### config.mk
export PLATFORM = sky130hd
export DESIGN_NAME = spi_xfer_ctrl
export DESIGN_NICKNAME = d
export VERILOG_FILES = /design/src/rtl/spi_xfer_ctrl.sv
export SDC_FILE = /design/constraint.sdc
export NUM_CORES = 1
export LEC_CHECK = 0
export BUFFER_PORTS_ARGS = -buffer_cell sky130_fd_sc_hd__buf_2
export CAP_MARGIN = 10
export CELL_PAD_IN_SITES_DETAIL_PLACEMENT = 0
export CELL_PAD_IN_SITES_GLOBAL_PLACEMENT = 2
export CORE_ASPECT_RATIO = 0.8
export CORE_MARGIN = 4
export CORE_UTILIZATION = 36
export CTS_CLUSTER_DIAMETER = 50
export CTS_CLUSTER_SIZE = 40
export DETAILED_ROUTE_END_ITERATION = 7
export GPL_TIMING_DRIVEN = 0
export HOLD_SLACK_MARGIN = 0.05
export PLACE_DENSITY_LB_ADDON = 0.1
export REMOVE_ABC_BUFFERS = 1
export SLEW_MARGIN = 10
export SYNTH_ARGS = -nofsm -noshare
export SYNTH_HDL_FRONTEND = slang
export SYNTH_SLANG_ARGS = --single-unit
### constraint.sdc
create_clock -name clk_i -period 2.5 [get_ports clk_i]
set_input_delay 0.25 -clock clk_i [delete_from_list [all_inputs] [get_ports clk_i]]
set_output_delay 0.25 -clock clk_i [all_outputs]
set_load 0.05 [all_outputs]
### src/rtl/spi_xfer_ctrl.sv
// SPI mode-0 transfer controller: request/response handshake around an external SCK generator.
// Optional SPI_XFER_LSB_FIRST_EN adds lsb_first_i for LSB-first shifting.
module spi_xfer_ctrl (
   input  logic        clk_i,
   input  logic        rst_i,
   input  logic        req_valid_i,
   output logic        req_ready_o,
   input  logic [4:0]  req_len_i,
   input  logic [31:0] req_tx_i,
`ifdef SPI_XFER_LSB_FIRST_EN
   input  logic        lsb_first_i,
`endif
   output logic        rsp_valid_o,
   input  logic        rsp_ready_i,
   output logic [31:0] rsp_rx_o,
   input  logic [7:0]  div_i,
   input  logic        div_valid_i,
   output logic [7:0]  cg_div_o,
   output logic        cg_div_valid_o,
   output logic        cg_en_o,
   input  logic        cg_rise_i,
   input  logic        cg_fall_i,
   output logic        spi_csn_o,
   output logic        spi_sdo_o,
   input  logic        spi_sdi_i,
   output logic        busy_o
);

   typedef enum logic [2:0] {
      IDLE, SETUP, XFER, DRAIN, HOLD, RESP
   } state_t;

   state_t      state, nxt;
   logic [4:0]  len;
   logic [5:0]  cnt;
   logic [31:0] sh;
   logic [31:0] rx;
   logic        tick;
   logic        lsb;
   logic        last;
   logic        take;

   assign last = (cnt == {1'b0, len});
   assign take = (state == IDLE) && req_valid_i;

   always_ff @(posedge clk_i or posedge rst_i) begin
      if (rst_i) state <= IDLE;
      else       state <= nxt;
   end

   always_comb begin
      nxt = state;
      unique case (state)
         IDLE:    if (req_valid_i)           nxt = SETUP;
         SETUP:   if (tick)                  nxt = XFER;
         XFER:    if (cg_rise_i && last)     nxt = DRAIN;
         DRAIN:   if (cg_fall_i)             nxt = HOLD;
         HOLD:    if (tick)                  nxt = RESP;
         RESP:    if (rsp_ready_i)           nxt = IDLE;
         default:                            nxt = IDLE;
      endcase
   end

   always_comb begin
      req_ready_o = 1'b0;
      rsp_valid_o = 1'b0;
      cg_en_o     = 1'b0;
      spi_csn_o   = 1'b1;
      busy_o      = 1'b1;
      unique case (state)
         IDLE: begin
            req_ready_o = !rst_i;
            busy_o      = 1'b0;
         end
         SETUP: spi_csn_o = 1'b0;
         XFER: begin
            spi_csn_o = 1'b0;
            cg_en_o   = 1'b1;
         end
         // the closing fall drops the enable in the same cycle it arrives
         DRAIN: begin
            spi_csn_o = 1'b0;
            cg_en_o   = !cg_fall_i;
         end
         HOLD: spi_csn_o = 1'b0;
         RESP: rsp_valid_o = 1'b1;
         default: ;
      endcase
   end

   assign rsp_rx_o       = rsp_valid_o ? rx : 32'd0;
   assign cg_div_o       = div_i;
   assign cg_div_valid_o = div_valid_i && req_ready_o;
   assign spi_sdo_o      = (state != IDLE) && (lsb ? sh[0] : sh[31]);

`ifdef SPI_XFER_LSB_FIRST_EN
   always_ff @(posedge clk_i or posedge rst_i) begin
      if (rst_i)     lsb <= 1'b0;
      else if (take) lsb <= lsb_first_i;
   end
`else
   assign lsb = 1'b0;
`endif

   // MSB-first words are pre-aligned so bit len sits at bit 31
   always_ff @(posedge clk_i or posedge rst_i) begin
      if (rst_i) begin
         len  <= '0;
         cnt  <= '0;
         sh   <= '0;
         rx   <= '0;
         tick <= 1'b0;
      end else begin
         tick <= ((state == SETUP) || (state == HOLD)) ? !tick : 1'b0;
         if (take) begin
            len <= req_len_i;
            cnt <= '0;
            rx  <= '0;
`ifdef SPI_XFER_LSB_FIRST_EN
            sh  <= lsb_first_i ? req_tx_i
                               : req_tx_i << (5'd31 - req_len_i);
`else
            sh  <= req_tx_i << (5'd31 - req_len_i);
`endif
         end else if (state == XFER) begin
            if (cg_rise_i) begin
               cnt <= cnt + 6'd1;
               rx  <= lsb ? (rx | (32'(spi_sdi_i) << cnt[4:0]))
                          : {rx[30:0], spi_sdi_i};
            end
            if (cg_fall_i)
               sh <= lsb ? (sh >> 1) : (sh << 1);
         end
      end
   end

endmodule

== Word level (Yosys, flattened, before mapping) ==
Cells that the tools add are included.

* ROM bits: 0
* Output and inout port bits: 47
* Bits in latches: 0
* Bits in registers: 79
* Memories kept: 0
* Bits in writable memories: 0

* Reduce and logical (&&, ||, !) cells: 17
* Add/subtract/negate cells: 2
* Div/mod/pow operators: 0
* Multipliers: 0
* Shifts and indexed selects: 1
* $lt $le $gt $ge: 0
* Mux-type cells: 23
* Bitwise gates (word level): 0
* Eq/ne operators: 12

{| class="wikitable"
|+ Operator list
! kind !! count
|-
| $mux W32 || 7
|-
| $shl A32 B5 Y32 || 1
|-
| $mux W3 || 6
|-
| $mux W6 || 3
|-
| $pmux W3 S6 || 1
|-
| $ne A2 B2 Y1 const B || 6
|-
| $add A6 B1 Y6 const B || 1
|-
| $eq A3 B2 Y1 const B || 2
|-
| $eq A3 B3 Y1 const B || 2
|-
| $eq A6 B5 Y1 || 1
|-
| $reduce_and A6 Y1 || 1
|-
| $reduce_bool A2 Y1 || 3
|-
| $mux W1 || 5
|-
| $sub A5 B5 Y5 const A || 1
|-
| $logic_and A1 B1 Y1 || 4
|-
| $reduce_and A2 Y1 || 2
|-
| $reduce_or A4 Y1 || 1
|-
| $eq A3 B1 Y1 const B || 1
|-
| $logic_not A1 Y1 || 3
|-
| $logic_not A3 Y1 || 1
|-
| $reduce_bool A3 Y1 || 1
|-
| $pmux W1 S2 || 1
|-
| $logic_or A1 B1 Y1 || 1
|}

== Longest topological paths before layout ==
* Depth in word-level cells: 4
* Gate-level depth with buffers: 8

== Least setup slack after synthesis ==
Ideal clock, no wire load.

* Path type: flip-flop to output port
* Start: register state[0]
* End: output port cg_div_valid_o
* Arrival: 2.654 ns
* Data required time: 2.250 ns
* Cell stages (with the launch flop): 6
* Path slack: -0.404 ns
* Buffers on the path: 2
* Cell sequence: dfrtp_1 clkbuf_1 buf_1 or3_1 nor2_1 and2_1

* Word-level cells in the longest chain between the ends: 3

{| class="wikitable"
|+ RTL lines
! item !! line !! text
|-
| start: declaration || 33 || <nowiki>state_t state, nxt;</nowiki>
|-
| start signal: assignment || 48 || <nowiki>else state <= nxt;</nowiki>
|-
| $logic_not A3 Y1 || 70 || <nowiki>unique case (state)</nowiki>
|-
| $mux W1 || 70 ||
|-
| via req_ready_o || 7 || <nowiki>output logic req_ready_o,</nowiki>
|-
| $logic_and A1 B1 Y1 || 93 || <nowiki>assign cg_div_valid_o = div_valid_i && req_ready_o;</nowiki>
|-
| end: declaration || 19 || <nowiki>output logic cg_div_valid_o,</nowiki>
|}

The timed path passes the listed nets, and every way through them passes these cells.

== Final worst setup path ==
* Start: register state[0]
* End: register cnt[0]

* Word-level cells in the longest chain between the ends: 4
* Elaborated cells on any way between the ends: 7
* Those cells by class: eq/ne: 1; mux: 1; reduce/logical: 5

{| class="wikitable"
|+ RTL lines
! item !! line !! text
|-
| $logic_not A3 Y1 || 44 || <nowiki>assign take = (state == IDLE) && req_valid_i;</nowiki>
|-
| $logic_and A1 B1 Y1 || 44 ||
|-
| $reduce_bool A2 Y1 (no line) || -- ||
|-
| $reduce_and A2 Y1 (no line) || -- ||
|-
| end signal: assignment || 127 || <nowiki>cnt <= cnt + 6'd1;</nowiki>
|-
| end: declaration || 35 || <nowiki>logic [5:0] cnt;</nowiki>
|}

Several ways; a longest one is shown, not always the timed one.
A chain may end at the register's enable or synchronous reset.

==> impl_metrics.ini <==
[global_routing]
use_met3_pct = 5.10
track_usage_pct = 17.6
use_met1_pct = 27.9
top_usage_layer = met1
grt_max_degree = 61
overflow = 0
grt_pass1_vias = 4319
grt_pass1_wl_um = 24700
grt_util_met2_pct = 24.1
antenna_found_initial = 0

[routing]
wire_per_inst_um = 20.3
drt-vias-per-instance = 5.99
postRouteAntennaNets = 0
route.detailed.drc = 0
drt_iter0_markers = 378
wl_um = 15400
firstDrtPassIters = 5
vias = 4545

[yosys]
yosysTopAreaCell = dfrtp_1
postSynthCellCount = 521
synth_area_leaders = dfrtp_1, mux4_2, mux2i_1
avgSynthCellArea_um2 = 10.5
synth_area_um2 = 5490
async_flop_share_pct = 100
yosysSeqAreaShare_pct = 36.0
ys_ff_latch = 79
synth-main-ff-cell = dfrtp_1
yosys_warnings = 0
synth_top_cell_area_share_pct = 36.0
ys_types = 55
synth-edff-count = 0

[critical_path]
worst_r2r_startpoint = state[0]
max_stage_delay_ps = 600
critPathArrivalTime_ps = 2590
rr_worst_depth = 4
required_ps = 2720
reg2reg_to = cnt[0]
crit_fanout = 40
end_kind = flop
start_kind = flop
crit_slowest_cell = dfrtp_1
critPathKind = reg2reg
r2r_setup_slack_ps = 130
path_cells = nor2_1 -> and3_4 -> nor2_4 -> mux2_2

[hold_path]
min_path_cells = 2
min_from = spi_sdi_i
hold-path-endpoint = rx[0]
hold_path_class = in2reg

[placement]
place_area_um2 = 5950
dp_cells = 740
gp_congestion = 0.802
portBuffers = 83
dpl.hpwl_um = 10700

[status]
status = complete, no violations

[floorplanning]
start_util_pct = 36.7
core_area_um2 = 15000
die_h_um = 118
die_width_um = 146
num_io_pins = 100
fp-row-count = 40
dieArea_um2 = 17300

[cells_and_area]
regArea_um2 = 1980
final_cells = 759
drive_gt1_share_pct = 28.4
fill_cells = 1480
nets = 619
multi_input_area_um2 = 3280
stdcell_area_um2 = 6270
syn_to_final_growth_pct = 14.1
diodes = 0

[timing]
rsz0062_at_grt = yes
finalHoldViolCount = 0
setup_tns_ps = 0
min_period_ps = 2370
slew_viol_final = 0
finalClockSkew_ps = 6.13
finalSetupViolCount = 0
tightest_slew_ps = 883
slew_headroom_pct = 41.1
maxClockFrequency_mhz = 421
finalCritPeriodShare_pct = 94.9
hold_ws_ps = 134

[clocking]
tritoncts = done
cts_buffers = 9
cts.path.max_buffers = 2
cts.htree.levels = 3
clkLatencyLatePin_ps = 340
clkTransAtPathRegs_ps = 60
cts_root_buffer = clkbuf_16
cts.sinks = 79

[pwr]
finalPower_w = 0.00528
p_per_area_nw_per_um2 = 842
peakVddDrop_v = 0.000400
power_leakage_nw = 2.87

[run]
maxCapViolations = 0
## stage by stage
| step | setup WS [ps] | utilization (%) |
|---|---|---|
| 6_report | 127 | 41.9 |
| 5_1_grt | -22.1 | 41.9 |
| 4_1_cts | -170 | 41.7 |
| 3_5_place_dp | -503 | 39.7 |
| 3_3_place_gp | -2300 | 39.2 |
| 2_1_floorplan | -513 | - |
## worst max-delay path by stage
stage                  from      to  slack, ps  cells after the start
2_1_floorplan      state[0]  cnt[0]       -510                      3
3_3_place_gp       state[0]  cnt[0]      -2300                      3
3_5_place_dp   req_len_i[0]  sh[31]       -500                      6
4_1_cts            state[0]  cnt[0]       -170                      4
5_1_grt            state[0]  sh[19]        -20                      5
6_report           state[0]  cnt[0]        130                      4
## where the power goes
part	internal, W	switching [W]
registers	0.00162	0.000286
logic	0.000858	0.00131
clock network	0.000672	0.000534
## cell usage after synthesis (all sizes together), types with 3 or more instances
| library cell | instances |
|---|---|
| nand2 | 52 |
| a21oi | 17 |
| o21a | 3 |
| nor2b | 3 |
| a22o | 33 |
| mux2 | 13 |
| dfrtp | 79 |
| and3 | 8 |
| a31oi | 3 |
| nand4 | 4 |
| mux4 | 39 |
| and2 | 36 |
| o221a | 4 |
| o21ai | 21 |
| o22ai | 15 |
| xor2 | 8 |
| nor3 | 3 |
| a22oi | 7 |
| clkbuf | 31 |
| inv | 3 |
| o221ai | 7 |
| mux2i | 32 |
| nand3 | 7 |
| o211ai | 5 |
| buf | 25 |
| nor2 | 32 |
## flip-flops by register name, summed over array words and instances (netlist names)
register  flops
rx           32
cnt           6
len           5
sh           32
state         3
tick          1
## cell usage in the layout, fill, tap and decap left out, drive strengths merged, types with 5 or more instances in the layout
| cell | count |
|---|---|
| buf | 86 |
| o221ai | 7 |
| a22oi | 7 |
| o211ai | 5 |
| o21ai | 21 |
| dfrtp | 79 |
| nand2 | 52 |
| mux4 | 39 |
| nand3 | 7 |
| mux2 | 13 |
| a21oi | 17 |
| and2 | 36 |
| xor2 | 8 |
| mux2i | 32 |
| a22o | 33 |
| and3 | 8 |
| o22ai | 15 |
| nor2 | 33 |
| clkbuf | 10 |
## final cells by class
cell class	count	area share (%)
Tap cell	189	3.77
Sequential cell	79	31.5
Timing Repair Buffer	88	7.84
Multi-Input combinational cell	384	52.3
Clock inverter	7	0.758
Inverter	3	0.220
Clock buffer	9	3.59
## timing repair
item / in CTS / in global routing
endpoints found under the setup margin: 83 / 93
hold buffers: 1 / 0
gates resized for setup: 2 / 6
pin swaps: 1 / 1
buffers inserted: 1 / 0
hold endpoints to repair: 19 / 0
gates cloned: 0 / 1
## kinds of logic (layout without fill, tap and decap cells)
| group | count (synthesis) | after routing | share of synthesized area, % |
|---|---|---|---|
| and+or+nand+nor | 156 | 157 | 14.1 |
| AOI/OAI and AO/OA | 132 | 132 | 17.4 |
| muxes | 84 | 84 | 25.5 |
| DFF | 79 | 79 | 36.0 |
| buffers and inverters | 59 | 107 | 5.22 |
| xor gates and xnor gates | 10 | 10 | 1.59 |
| adders and majority gates | 1 | 1 | 0.228 |
## routing by layer
metal  wire length [um]  share of wire (%)
met1               7690                 50
met2               6570                 43
met3               1100                7.1
met4                 60               0.39
met5                  0                  0
## worst max-delay path: cells and delay by family (launching register included)
| kind | cells | cell delay [ps] |
|---|---|---|
| flip-flops | 1 | 600 |
| multiplexers | 1 | 310 |
| AND/OR/NAND/NOR | 3 | 1330 |
Note: power is estimated with default switching activity, not from simulation.
